$ cat config.mk
export PLATFORM = sky130hd
export DESIGN_NAME = stack_arbiter
export DESIGN_NICKNAME = d
export VERILOG_FILES = /design/src/rtl/stack_arbiter.sv
export SDC_FILE = /design/constraint.sdc
export NUM_CORES = 1
export LEC_CHECK = 0
export CAP_MARGIN = 10
export CELL_PAD_IN_SITES_DETAIL_PLACEMENT = 1
export CELL_PAD_IN_SITES_GLOBAL_PLACEMENT = 1
export CORE_ASPECT_RATIO = 0.7
export CORE_MARGIN = 2
export CORE_UTILIZATION = 31
export DETAILED_ROUTE_END_ITERATION = 8
export PLACE_DENSITY_LB_ADDON = 0.08
export SYNTH_ARGS = -nofsm -noshare
export SYNTH_HDL_FRONTEND = slang
export SYNTH_SLANG_ARGS = --single-unit
$ cat constraint.sdc
create_clock -name clk -period 3.1 [get_ports clk]
set_input_delay 0.62 -clock clk [delete_from_list [all_inputs] [get_ports clk]]
set_output_delay 0.62 -clock clk [all_outputs]
set_load 0.005 [all_outputs]
$ cat src/rtl/stack_arbiter.sv
// Two-client round-robin front end for a shared 4-entry LIFO stack.
// Illegal ops (push when full, pop when empty) are refused without touching the stack.
module stack_arbiter #(
    parameter int unsigned DATA_WIDTH    = 8,
    parameter int unsigned ERR_CNT_WIDTH = 4
) (
    input  logic                     clk,
    input  logic                     rst,
    input  logic                     push0,
    input  logic                     pop0,
    input  logic [DATA_WIDTH-1:0]    wdata0,
    input  logic                     push1,
    input  logic                     pop1,
    input  logic [DATA_WIDTH-1:0]    wdata1,
    output logic                     done0,
    output logic                     done1,
    output logic                     reject0,
    output logic                     reject1,
    output logic [DATA_WIDTH-1:0]    rdata,
    output logic                     stk_push,
    output logic                     stk_pop,
    output logic [DATA_WIDTH-1:0]    stk_wdata,
    input  logic                     stk_empty,
    input  logic                     stk_full,
    input  logic [DATA_WIDTH-1:0]    stk_rdata,
    input  logic                     stk_error,
    output logic                     err_sticky,
    output logic [ERR_CNT_WIDTH-1:0] err_count
);

    typedef enum logic [1:0] {
        S_IDLE  = 2'd0,
        S_ISSUE = 2'd1,
        S_RESP  = 2'd2
    } state_e;

    state_e                   state_q, state_d;
    logic                     last_q, last_d;
    logic                     gid_q, gid_d;
    logic                     op_push_q, op_push_d;
    logic                     rej_q, rej_d;
    logic                     done0_q, done0_d, done1_q, done1_d;
    logic                     reject0_q, reject0_d, reject1_q, reject1_d;
    logic                     stk_push_q, stk_push_d, stk_pop_q, stk_pop_d;
    logic [DATA_WIDTH-1:0]    stk_wdata_q, stk_wdata_d;
    logic [DATA_WIDTH-1:0]    rdata_q;
    logic                     err_sticky_q;
    logic [ERR_CNT_WIDTH-1:0] err_count_q;

    logic                     req0, req1, pick, pick_push, illegal, pop_cap;
    logic [DATA_WIDTH-1:0]    pick_wdata;

    // Popped data is only valid from the stack during RESP, so it is forwarded that cycle
    assign pop_cap = (state_q == S_RESP) && !rej_q && !op_push_q;

    always_ff @(posedge clk) begin
        if (rst) begin
            state_q      <= S_IDLE;
            last_q       <= 1'b1;
            gid_q        <= 1'b0;
            op_push_q    <= 1'b0;
            rej_q        <= 1'b0;
            done0_q      <= 1'b0;
            done1_q      <= 1'b0;
            reject0_q    <= 1'b0;
            reject1_q    <= 1'b0;
            stk_push_q   <= 1'b0;
            stk_pop_q    <= 1'b0;
            stk_wdata_q  <= '0;
            rdata_q      <= '0;
            err_sticky_q <= 1'b0;
            err_count_q  <= '0;
        end else begin
            state_q     <= state_d;
            last_q      <= last_d;
            gid_q       <= gid_d;
            op_push_q   <= op_push_d;
            rej_q       <= rej_d;
            done0_q     <= done0_d;
            done1_q     <= done1_d;
            reject0_q   <= reject0_d;
            reject1_q   <= reject1_d;
            stk_push_q  <= stk_push_d;
            stk_pop_q   <= stk_pop_d;
            stk_wdata_q <= stk_wdata_d;
            if (pop_cap) begin
                rdata_q <= stk_rdata;
            end
            if (stk_error) begin
                err_sticky_q <= 1'b1;
                if (err_count_q != '1) begin
                    err_count_q <= err_count_q + ERR_CNT_WIDTH'(1);
                end
            end
        end
    end

    // Grant selection and next-state / registered-output decode
    always_comb begin
        state_d     = state_q;
        last_d      = last_q;
        gid_d       = gid_q;
        op_push_d   = op_push_q;
        rej_d       = rej_q;
        done0_d     = 1'b0;
        done1_d     = 1'b0;
        reject0_d   = 1'b0;
        reject1_d   = 1'b0;
        stk_push_d  = 1'b0;
        stk_pop_d   = 1'b0;
        stk_wdata_d = '0;

        req0       = push0 | pop0;
        req1       = push1 | pop1;
        pick       = (req0 && req1) ? ~last_q : req1;
        pick_push  = pick ? push1 : push0;
        pick_wdata = pick ? wdata1 : wdata0;
        illegal    = pick_push ? stk_full : stk_empty;

        case (state_q)
            S_IDLE: begin
                if (req0 || req1) begin
                    gid_d     = pick;
                    last_d    = pick;
                    op_push_d = pick_push;
                    rej_d     = illegal;
                    if (illegal) begin
                        state_d   = S_RESP;
                        reject0_d = ~pick;
                        reject1_d = pick;
                    end else begin
                        state_d     = S_ISSUE;
                        stk_push_d  = pick_push;
                        stk_pop_d   = ~pick_push;
                        stk_wdata_d = pick_push ? pick_wdata : '0;
                    end
                end
            end
            S_ISSUE: begin
                state_d = S_RESP;
                done0_d = ~gid_q & ~rej_q;
                done1_d = gid_q & ~rej_q;
            end
            S_RESP: begin
                state_d = S_IDLE;
            end
            default: begin
                state_d = S_IDLE;
            end
        endcase
    end

    assign done0      = done0_q;
    assign done1      = done1_q;
    assign reject0    = reject0_q;
    assign reject1    = reject1_q;
    assign stk_push   = stk_push_q;
    assign stk_pop    = stk_pop_q;
    assign stk_wdata  = stk_wdata_q;
    assign rdata      = pop_cap ? stk_rdata : rdata_q;
    assign err_sticky = err_sticky_q;
    assign err_count  = err_count_q;

endmodule

After elaboration in Yosys (flattened, before gate mapping)

Cells that the tools add are included.

Add/subtract/negate cells: 1
$mul: 0
Divide/modulo/power cells: 0
$lt $le $gt $ge: 0
Equal/unequal tests: 4
Shifts and indexed selects: 0
Multiplexer cells: 8
Bitwise gates (word level): 13
Reductions and logical operators: 13

Operator list:

| kind                  | number |
|---|---|
| $mux W8               | 2 |
| $not A1 Y1            | 9 |
| $reduce_or A4 Y1      | 2 |
| $reduce_or A5 Y1      | 1 |
| $add A4 B1 Y4 const B | 1 |
| $mux W2               | 2 |
| $ne A4 B4 Y1 const B  | 1 |
| $pmux W2 S2           | 1 |
| $reduce_and A2 Y1     | 2 |
| $logic_and A1 B1 Y1   | 3 |
| $mux W1               | 3 |
| $and A1 B1 Y1         | 2 |
| $eq A2 B1 Y1 const B  | 1 |
| $eq A2 B2 Y1 const B  | 1 |
| $logic_not A1 Y1      | 2 |
| $logic_not A2 Y1      | 1 |
| $ne A2 B2 Y1 const B  | 1 |
| $or A1 B1 Y1          | 2 |
| $reduce_or A2 Y1      | 1 |
| $logic_or A1 B1 Y1    | 1 |

Register bits after elaboration: 33
Bits in latches: 0
Memory bits (writable): 0
Bits in read-only memories: 0
Bits of input ports: 33
Output and inout port bits: 27
Memories: 0

Longest topological paths before layout

Gate-level depths: netlist of run 1.

Depth after elaboration: 8
Depth in mapped cells: 6
Gate-level depth less buffers: 5

Worst setup path after synthesis of run 1

OpenSTA, ideal clock, no wires.

Kind: reg2out
Start: register state_q[0]
End: output port rdata[0]
Data arrival time: 1.356 ns
Data required time: 2.480 ns
Setup slack: 1.124 ns
Stages on the path, launching flop included: 3
Path buffers: 0
Cells stage by stage: dfxtp_1 > nor4b_2 > mux2_2

Cells in the longest elaborated chain, start to end: 4

Ends and longest elaborated chain:

| what                             | line | RTL |
|---|---|---|
| from (decl)                      | 37   | `state_e state_q, state_d;` |
| from (signal assigned)           | 74   | `state_q <= state_d;` |
| $eq A2 B2 Y1                     | 54   | `assign pop_cap = (state_q == S_RESP) && !rej_q && !op_push_q;` |
| $logic_and A1 B1 Y1 (2 in a row) | 54   |  |
| $mux W8                          | -    |  |
| to (decl)                        | 19   | `output logic [DATA_WIDTH-1:0] rdata,` |

No other way between the ends.

Worst setup path after layout of run 1

Start: register state_q[0]
End: output port rdata[2]

The elaborated chain is that of the path after synthesis.

==> out/qor.txt, run 1 <==
Site Rows -> 19
Die height -> 57.02 um
Io pins -> 60
Mapped cell area -> 1245 um^2
Die X -> 79.75 um
Worst path slowest cell -> clkdlybuf4s50_1
Top cell type's share of synthesized area -> 53.07%
WL final -> 3.280 mm
Final Setup Violations -> 0
Wire length per cell -> 13.90 um
Grt total ovfl -> 0
CTS H-tree lvls -> 2
Status -> finished, final reports clean
Post-cts sizing count -> 0
Share of cells above drive strength 1 -> 10.87%
Nets -> 217
Final core occ -> 50.90%
Initial core utilization -> 31.93%
Min Tclk post-route -> 2575 ps
Clock transition at path regs -> 70 ps
Starting DRT DRC Count -> 16
RD Place Congestion -> 0.7481
Critical Path RT -> 2480 ps
P&R area growth vs syn -> 59.40%
Syn Area/Cell -> 10.37 um^2
Vias in the first global route -> 1,080
Largest net degree at the start of global routing -> 20
Clock Tree Root -> clkbuf_8
Post CTS Setup Buffer Count -> 0
Pwr dens -> 503.2 nW/um^2
Non-Filler Instances -> 236
Antenna violations before repair -> 0
Number of antenna repair diodes -> 0
Post-synth EDFFs -> 0
Placed insts -> 228
Vias per inst -> 4.513
Syn. warnings -> 0
Syn_nets -> 154
Power Total -> 998.6 uW
WS Path Type -> reg2out
Slowest stage delay, CP -> 470 ps
CTS tree -> yes
Post-CTS Hold Buffers -> 0
Critical path, cell by cell -> nor4b_2, buf_4, mux2_2, clkdlybuf4s50_1
Highest clock rate -> 388.4 MHz
Sequential area share after synthesis -> 53.07%
Max-Slew Margin vs Limit -> 65.55%
DP Wirelength -> 2.527 mm
Most frequent cell after synthesis -> dfxtp_1
WP data arrival -> 1950 ps
Post-Synthesis Cells -> 120
DRC -> 0
Clock buffer depth -> 2
Seq cells post-synth -> 33
Leak -> 0.0008309 uW
Peak supply drop -> 0.2381 mV
Largest cells by area after synthesis -> dfxtp_1 (53%), mux2i_1 (8.0%), mux2_2 (7.2%)
IO buf count -> 59
GRT Util Overall -> 14.78%
Cts bufs inserted -> 5
Crit. End Element -> primary output
Final Cycle Share -> 83.06%
Synth top cells by count -> dfxtp_1 (33), nor2_1 (16), mux2i_1 (10)
Clk_skew -> 4.031 ps
Hold Crit Class -> reg2reg
Post-synthesis async set-or-reset flop share -> 0%
Setup crit start kind -> flip-flop
Worst slew pin tran -> 512.0 ps
Setup TNS -> 0 ps
Clk_lat worst skew -> 280 ps
Leading area contributor after synthesis -> dfxtp_1
Global-route wire length before repair -> 4.912 mm
Routed via count -> 1,065
RSZ-0062 raised after global routing -> no
Core ar. -> 3899 um^2
Antenna-violating nets left -> 0
Drt pass-1 iters -> 4
Netlist cell types -> 29
Prevailing post-synth register cell -> dfxtp_1
CTS Sinks -> 33
Max-cap violations -> 0
Die ar. -> 4547 um^2
CP Max Fanout -> 8
Slew Viols, Final -> 0
Hold Violations, Final -> 0
-- layout make-up --
class | count | area (um^2)
Clock buffer | 5 | 68.82
Clock inverter | 3 | 17.52
Fill cell | 440 | 1914
Inverter | 2 | 7.507
Multi-Input combinational cell | 79 | 551.8
Sequential cell | 33 | 660.6
Tap cell | 52 | 65.06
Timing Repair Buffer | 62 | 613.1
-- worst max-delay path: cells and delay by family (launching register included) --
| kind | cells | cell delay, ps |
|---|---|---|
| buffers and inverters | 2 | 680 |
| DFF | 1 | 350 |
| muxes | 1 | 360 |
| and+or+nand+nor | 1 | 280 |
-- state kept, by name, indices dropped and copies added, names as in the netlist --
| signal | flops |
|---|---|
| done0 | 1 |
| done1 | 1 |
| err_count | 4 |
| err_sticky | 1 |
| gid_q | 1 |
| last_q | 1 |
| op_push_q | 1 |
| rdata_q | 8 |
| rej_q | 1 |
| reject0 | 1 |
| reject1 | 1 |
| state_q | 2 |
| stk_pop | 1 |
| stk_push | 1 |
| stk_wdata | 8 |
-- report_power, final --
group | internal, uW | total [uW] | switching (uW)
sequential | 454 | 472 | 17.4
clock | 155 | 315 | 160
combinational | 132 | 212 | 79.6
-- through the flow --
step	hold slack, ps	instance area, um^2	setup WS (ps)
final	452.9	1984	525.1
after global routing	472.9	1984	441.5
after CTS	455.6	1984	499.0
after detailed placement	448.0	1898	572.9
after global placement	438.3	1898	705.3
after floorplan	411.2	1245	1124
-- layer usage --
metal / vias up / track usage [%] / share of wire [%]
li1: 531 / - / -
met1: 493 / 15.84 / 44
met2: 32 / 25.45 / 48
met3: 9 / 4.114 / 5.3
met4: 0 / 10.17 / 3.0
met5: - / 0 / 0
-- worst paths after layout --
path	end	startpoint	slack [ps]	depth (start not counted)
setup / recovery	rdata[2]	state_q[0]	530	4
hold / removal	done0	gid_q	450	1
setup reg to reg	stk_wdata[0]	state_q[0]	1370	3
hold reg to reg	done0	gid_q	450	1
-- placed cells by master, fill, tap and decap left out, types with 2 or more instances in the layout --
cell type	netlist	layout
a21oi_1	2	2
and2b_1	8	8
buf_4	0	3
clkbuf_8	0	5
clkdlybuf4s50_1	0	59
clkinv_2	0	2
dfxtp_1	33	33
inv_1	2	2
mux2_2	8	8
mux2i_1	10	10
nand2_1	5	5
nand3_1	4	4
nand3b_1	2	2
nor2_1	16	16
nor3_1	3	3
nor3b_1	2	2
o21ai_0	3	2
or3_1	2	2
xor2_1	3	3
-- logic make-up (layout without fill, tap and decap cells) --
logic type / Yosys count / in the layout / synth area share (%)
AND/OR/NAND/NOR: 48 / 48 / 21.21
flip-flops: 33 / 33 / 53.07
multiplexers: 18 / 18 / 15.28
AO/OA/AOI/OAI: 9 / 9 / 4.724
buffers and inverters: 8 / 72 / 2.613
XOR/XNOR: 3 / 3 / 2.111
adder cells (fa/ha/maj): 1 / 1 / 1.005
Note: power is estimated with default switching activity, not from simulation.
==> run 2: changes to the inputs <==
--- a/config.mk
+++ b/config.mk
@@ -10,7 +10,7 @@
 export CELL_PAD_IN_SITES_GLOBAL_PLACEMENT = 1
 export CORE_ASPECT_RATIO = 0.7
 export CORE_MARGIN = 2
-export CORE_UTILIZATION = 31
+export CORE_UTILIZATION = 29
 export DETAILED_ROUTE_END_ITERATION = 8
 export PLACE_DENSITY_LB_ADDON = 0.08
 export SYNTH_ARGS = -nofsm -noshare
==> constraint.sdc (replaced) <==
create_clock -name clk -period 2.63 [get_ports clk]
set_input_delay 0.526 -clock clk [delete_from_list [all_inputs] [get_ports clk]]
set_output_delay 0.526 -clock clk [all_outputs]
set_load 0.005 [all_outputs]
==> out/qor.txt, run 2 (synthesis gave the netlist of run 1 again) <==
Post CTS Setup Buffer Count -> 0
WL met3 -> 163 um
WL final -> 2.948 mm
CTS Sinks -> 33
Wl on met1 -> 1.431 mm
Vias in the first global route -> 1,044
Die height -> 58.82 um
Setup ws final -> 176.5 ps
Pre-CTS setup slack -> 227.5 ps
RD Place Congestion -> 0.7304
Peak supply drop -> 0.3829 mV
Crit. End Element -> primary output
Clock transition at path regs -> 70 ps
Commonest non-fill, non-tap cell in the layout -> clkdlybuf4s50_1
Post-CTS Hold Buffers -> 0
Highest routed metal layer -> met4
R2R depth -> 3
Post-cts sizing count -> 0
Worst R2R Setup Slack -> 940 ps
Hold Crit Class -> reg2reg
Setup crit start kind -> flip-flop
Max-Slew Margin vs Limit -> 66.82%
IO buf count -> 59
Number of antenna repair diodes -> 0
Min Tclk post-route -> 2453 ps
Setup TNS -> 0 ps
Starting DRT DRC Count -> 13
CTS tree -> yes
Share of cells above drive strength 1 -> 10.33%
Worst reg2reg endpoint -> stk_wdata[4]
Vias per inst -> 4.445
Global-route wire length before repair -> 4.836 mm
WHS Path Cells -> 1
Worst slew pin tran -> 493.1 ps
Io pins -> 60
Pwr dens -> 634.7 nW/um^2
Max-cap violations -> 0
Largest net degree at the start of global routing -> 20
Startpoint of the worst hold path -> gid_q
Fill count -> 439
Routed via count -> 1,049
Slew Viols, Final -> 0
Non-Filler Instances -> 236
Grt total ovfl -> 0
Drt pass-1 iters -> 3
Clk_lat worst skew -> 270 ps
Worst Hold Endpoint -> done0
Hold Violations, Final -> 0
DRC -> 0
Critical Path RT -> 2100 ps
CP Max Fanout -> 8
Placed insts -> 228
Highest clock rate -> 407.6 MHz
Site Rows -> 19
Register area -> 660.6 um^2
CTS H-tree lvls -> 2
GRT Util Overall -> 13.53%
WP data arrival -> 1930 ps
Nets -> 217
Clock Tree Root -> clkbuf_8
Leak -> 0.0008454 uW
Die ar. -> 4841 um^2
Multi-input gate area -> 551.8 um^2
Cts bufs inserted -> 5
Wire length per cell -> 12.49 um
Initial core utilization -> 30.99%
RSZ-0062 raised after global routing -> no
Status -> finished, final reports clean
DP Wirelength -> 2.325 mm
Clock buffer depth -> 2
Met2 WL -> 1.329 mm
Antenna-violating nets left -> 0
Die X -> 82.31 um
Commonest cells after routing, fill and taps aside -> clkdlybuf4s50_1 (59), dfxtp_1 (33), nor2_1 (16)
Core ar. -> 4018 um^2
Final Cycle Share -> 93.29%
Antenna violations before repair -> 0
Clk_skew -> 7.745 ps
Crit Reg-Reg Startpoint -> state_q[0]
WS Path Type -> reg2out
Final core occ -> 50.14%
P&R area growth vs syn -> 61.81%
Final Setup Violations -> 0
==> run 2: cell types whose count changed in the layout (fill, tap and decap cells not counted) <==
| cell | delta |
|---|---|
| clkinvlp_4 | -1 |
| clkbuf_1 | +1 |
| clkbuf_8 | +1 |
| bufinv_16 | +1 |
| clkinv_2 | -2 |
==> run 2: cell type report <==
| type | count | area share, % |
|---|---|---|
| clock inverters | 1 | 1.491 |
| repair buffers | 62 | 30.43 |
| clock buffers | 7 | 4.286 |
| multi-input cells | 79 | 27.39 |
| flip-flops and latches | 33 | 32.80 |
| well taps | 52 | 3.230 |
| inverters | 2 | 0.3727 |
==> run 2: worst max-delay path by stage <==
stage / start / endpoint / slack, ps / depth (start not counted)
after floorplan: state_q[0] / rdata[0] / 750 / 2
after global placement: pop1 / stk_wdata[7] / 330 / 5
after detailed placement: push1 / stk_wdata[4] / 230 / 5
after CTS: state_q[0] / rdata[5] / 130 / 4
after global routing: state_q[0] / rdata[5] / 50 / 4
final: state_q[0] / rdata[5] / 180 / 4
==> run 2: critical path, stage by stage, from the launching register on <==
cell and delay (ps):
dfxtp_1 340, nor4b_2 290, buf_4 210, mux2_2 350, clkdlybuf4s50_1 460
==> run 2: layer usage <==
metal  up-vias  track usage [%]
met3         2            4.141
met2        30            20.97
li1        533                -
met5         -                0
met4         0            5.714
met1       484            17.49
==> run 2: power by group <==
| part | total, uW | switching (uW) | internal (uW) |
|---|---|---|---|
| combinational | 244 | 88.2 | 155 |
| sequential | 556 | 19.9 | 536 |
| clock | 479 | 171 | 309 |
==> run 2: metrics by stage <==
step | hold WS (ps) | total power [uW] | cell area (um^2)
2_1_floorplan | 411.2 | 676.4 | 1245
3_3_place_gp | 449.3 | 806.1 | 1898
3_5_place_dp | 470.0 | 813.6 | 1898
4_1_cts | 487.1 | 1300 | 2014
5_1_grt | 502.3 | 1356 | 2014
6_report | 475.3 | 1279 | 2014
==> run 3: changes to the inputs <==
--- a/config.mk
+++ b/config.mk
@@ -5,6 +5,7 @@
 export SDC_FILE = /design/constraint.sdc
 export NUM_CORES = 1
 export LEC_CHECK = 0
+export ABC_AREA = 1
 export CAP_MARGIN = 10
 export CELL_PAD_IN_SITES_DETAIL_PLACEMENT = 1
 export CELL_PAD_IN_SITES_GLOBAL_PLACEMENT = 1
==> out/qor.txt, run 3 <==
Status -> finished, final reports clean
Syn. warnings -> 0
Worst slew pin tran -> 351.8 ps
Post-Synthesis Cells -> 183
Peak supply drop -> 0.2130 mV
Most frequent cell after synthesis -> nand2_1
Fill count -> 587
Syn_nets -> 217
RD Place Congestion -> 0.6857
Clk_skew -> 4.396 ps
Clk_lat worst skew -> 280 ps
Die ar. -> 5368 um^2
Synth top cells by count -> nand2_1 (41), dfxtp_1 (33), inv_1 (33)
CTS H-tree lvls -> 2
Power Total -> 1334 uW
Initial core utilization -> 29.53%
CTS tree -> yes
CP Max Fanout -> 16
Worst Hold Endpoint -> done0
Post-CTS Hold Buffers -> 0
Max-Slew Margin vs Limit -> 76.48%
R2R depth -> 6
Max-cap violations -> 0
Vias per inst -> 4.276
Vias in the first global route -> 1,269
Worst reg2reg endpoint -> stk_wdata[4]
Setup crit start kind -> flip-flop
Antenna violations before repair -> 0
Grt total ovfl -> 0
Drt pass-1 iters -> 4
Crit. End Element -> primary output
Slew Viols, Final -> 0
WP data arrival -> 1860 ps
Global-route wire length before repair -> 5.554 mm
WHS Path Cells -> 1
Commonest non-fill, non-tap cell in the layout -> clkdlybuf4s50_1
WS Path Type -> reg2out
Cts bufs inserted -> 5
Leading area contributor after synthesis -> dfxtp_1
Share of cells above drive strength 1 -> 10.12%
Starting DRT DRC Count -> 36
P&R area growth vs syn -> 52.52%
Wire length per cell -> 11.22 um
Post-synth EDFFs -> 0
Netlist cell types -> 25
WL final -> 3.410 mm
Clock buffer depth -> 2
Routed via count -> 1,300
Register area -> 660.6 um^2
GRT Util Overall -> 13.68%
Pwr dens -> 630.0 nW/um^2
Prevailing post-synth register cell -> dfxtp_1
Nets -> 281
Min Tclk post-route -> 2385 ps
Syn Area/Cell -> 7.589 um^2
Largest net degree at the start of global routing -> 17
Multi-input gate area -> 568.0 um^2
Largest cells by area after synthesis -> dfxtp_1 (48%), nand2_1 (11%), inv_1 (8.9%)
Io pins -> 60
Clock transition at path regs -> 70 ps
Commonest cells after routing, fill and taps aside -> clkdlybuf4s50_1 (59), nand2_1 (41), inv_1 (33), dfxtp_1 (33), nor2_1 (27)
Top cell type's share of synthesized area -> 47.57%
RSZ-0062 raised after global routing -> no
Post-cts sizing count -> 0
Site Rows -> 21
Sequential area share after synthesis -> 47.57%
Clock Tree Root -> clkbuf_8
Mapped cell area -> 1389 um^2
Crit Reg-Reg Startpoint -> last_q
Antenna-violating nets left -> 0
Post-synthesis async set-or-reset flop share -> 0%
Seq cells post-synth -> 33
Core ar. -> 4703 um^2
Die height -> 61.90 um
Hold Crit Class -> reg2reg
Number of antenna repair diodes -> 0
Startpoint of the worst hold path -> gid_q
Final Setup Violations -> 0
Post CTS Setup Buffer Count -> 0
Pre-CTS setup slack -> 460.9 ps
Critical Path RT -> 2100 ps
Final core occ -> 45.04%
CTS Sinks -> 33
Highest clock rate -> 419.2 MHz
Final Cycle Share -> 90.70%
Setup ws final -> 244.6 ps
Hold Violations, Final -> 0
DRC -> 0
DP Wirelength -> 2.645 mm
Worst R2R Setup Slack -> 1330 ps
IO buf count -> 59
Die X -> 86.72 um
Leak -> 0.001015 uW
Setup TNS -> 0 ps
-- run 3: area by class of cell --
| cell class | count | area share [%] |
|---|---|---|
| flip-flops and latches | 33 | 31.19 |
| well taps | 57 | 3.367 |
| inverters | 35 | 6.320 |
| multi-input cells | 112 | 26.82 |
| clock buffers | 7 | 4.076 |
| repair buffers | 60 | 28.23 |
-- run 3: metrics by stage --
stage	area (um^2)	hold slack, ps	std cells
CTS	2118	444.8	304
detailed placement	2032	435.8	297
global route	2118	507.7	304
global placement	2032	430.2	297
floorplan	1389	411.7	183
finish	2118	451.4	304
-- run 3: report_power, final --
group          switching (uW)  internal [uW]
registers                25.5            549
clock network             174            208
logic                     185            194
total                     384            950
-- run 3: cell families (layout without fill, tap and decap cells) --
family	Yosys count	in the layout	synth area share (%)
AO/OA/AOI/OAI	20	20	7.658
buffers and inverters	38	102	11.53
adder cells (fa/ha/maj)	1	1	0.9008
AND/OR/NAND/NOR	91	91	32.34
flip-flops	33	33	47.57
-- run 3: worst max-delay path by stage --
stage | cells past startpoint | startpoint | end | slack (ps)
6_report | 6 | state_q[0] | rdata[4] | 240
5_1_grt | 5 | state_q[0] | rdata[4] | 100
4_1_cts | 6 | state_q[0] | rdata[4] | 200
3_5_place_dp | 4 | stk_rdata[4] | rdata[4] | 460
3_3_place_gp | 4 | stk_rdata[3] | rdata[3] | 490
2_1_floorplan | 5 | state_q[0] | rdata[0] | 1170
-- run 3: layer usage --
metal | part of all wire, % | vias to the layer above | track usage [%]
li1 | - | 675 | -
met1 | 51 | 595 | 16.99
met2 | 43 | 25 | 22.97
met3 | 4.9 | 5 | 4.359
met4 | 1.2 | 0 | 4.688
met5 | 0 | - | 0
-- run 3: critical path: stages (launching register included) --
cell and delay, ps:
dfxtp_1 350, nor2_1 140, nand3_2 290, nand2_1 150, o21ai_1 100, inv_1 70, clkdlybuf4s50_1 490
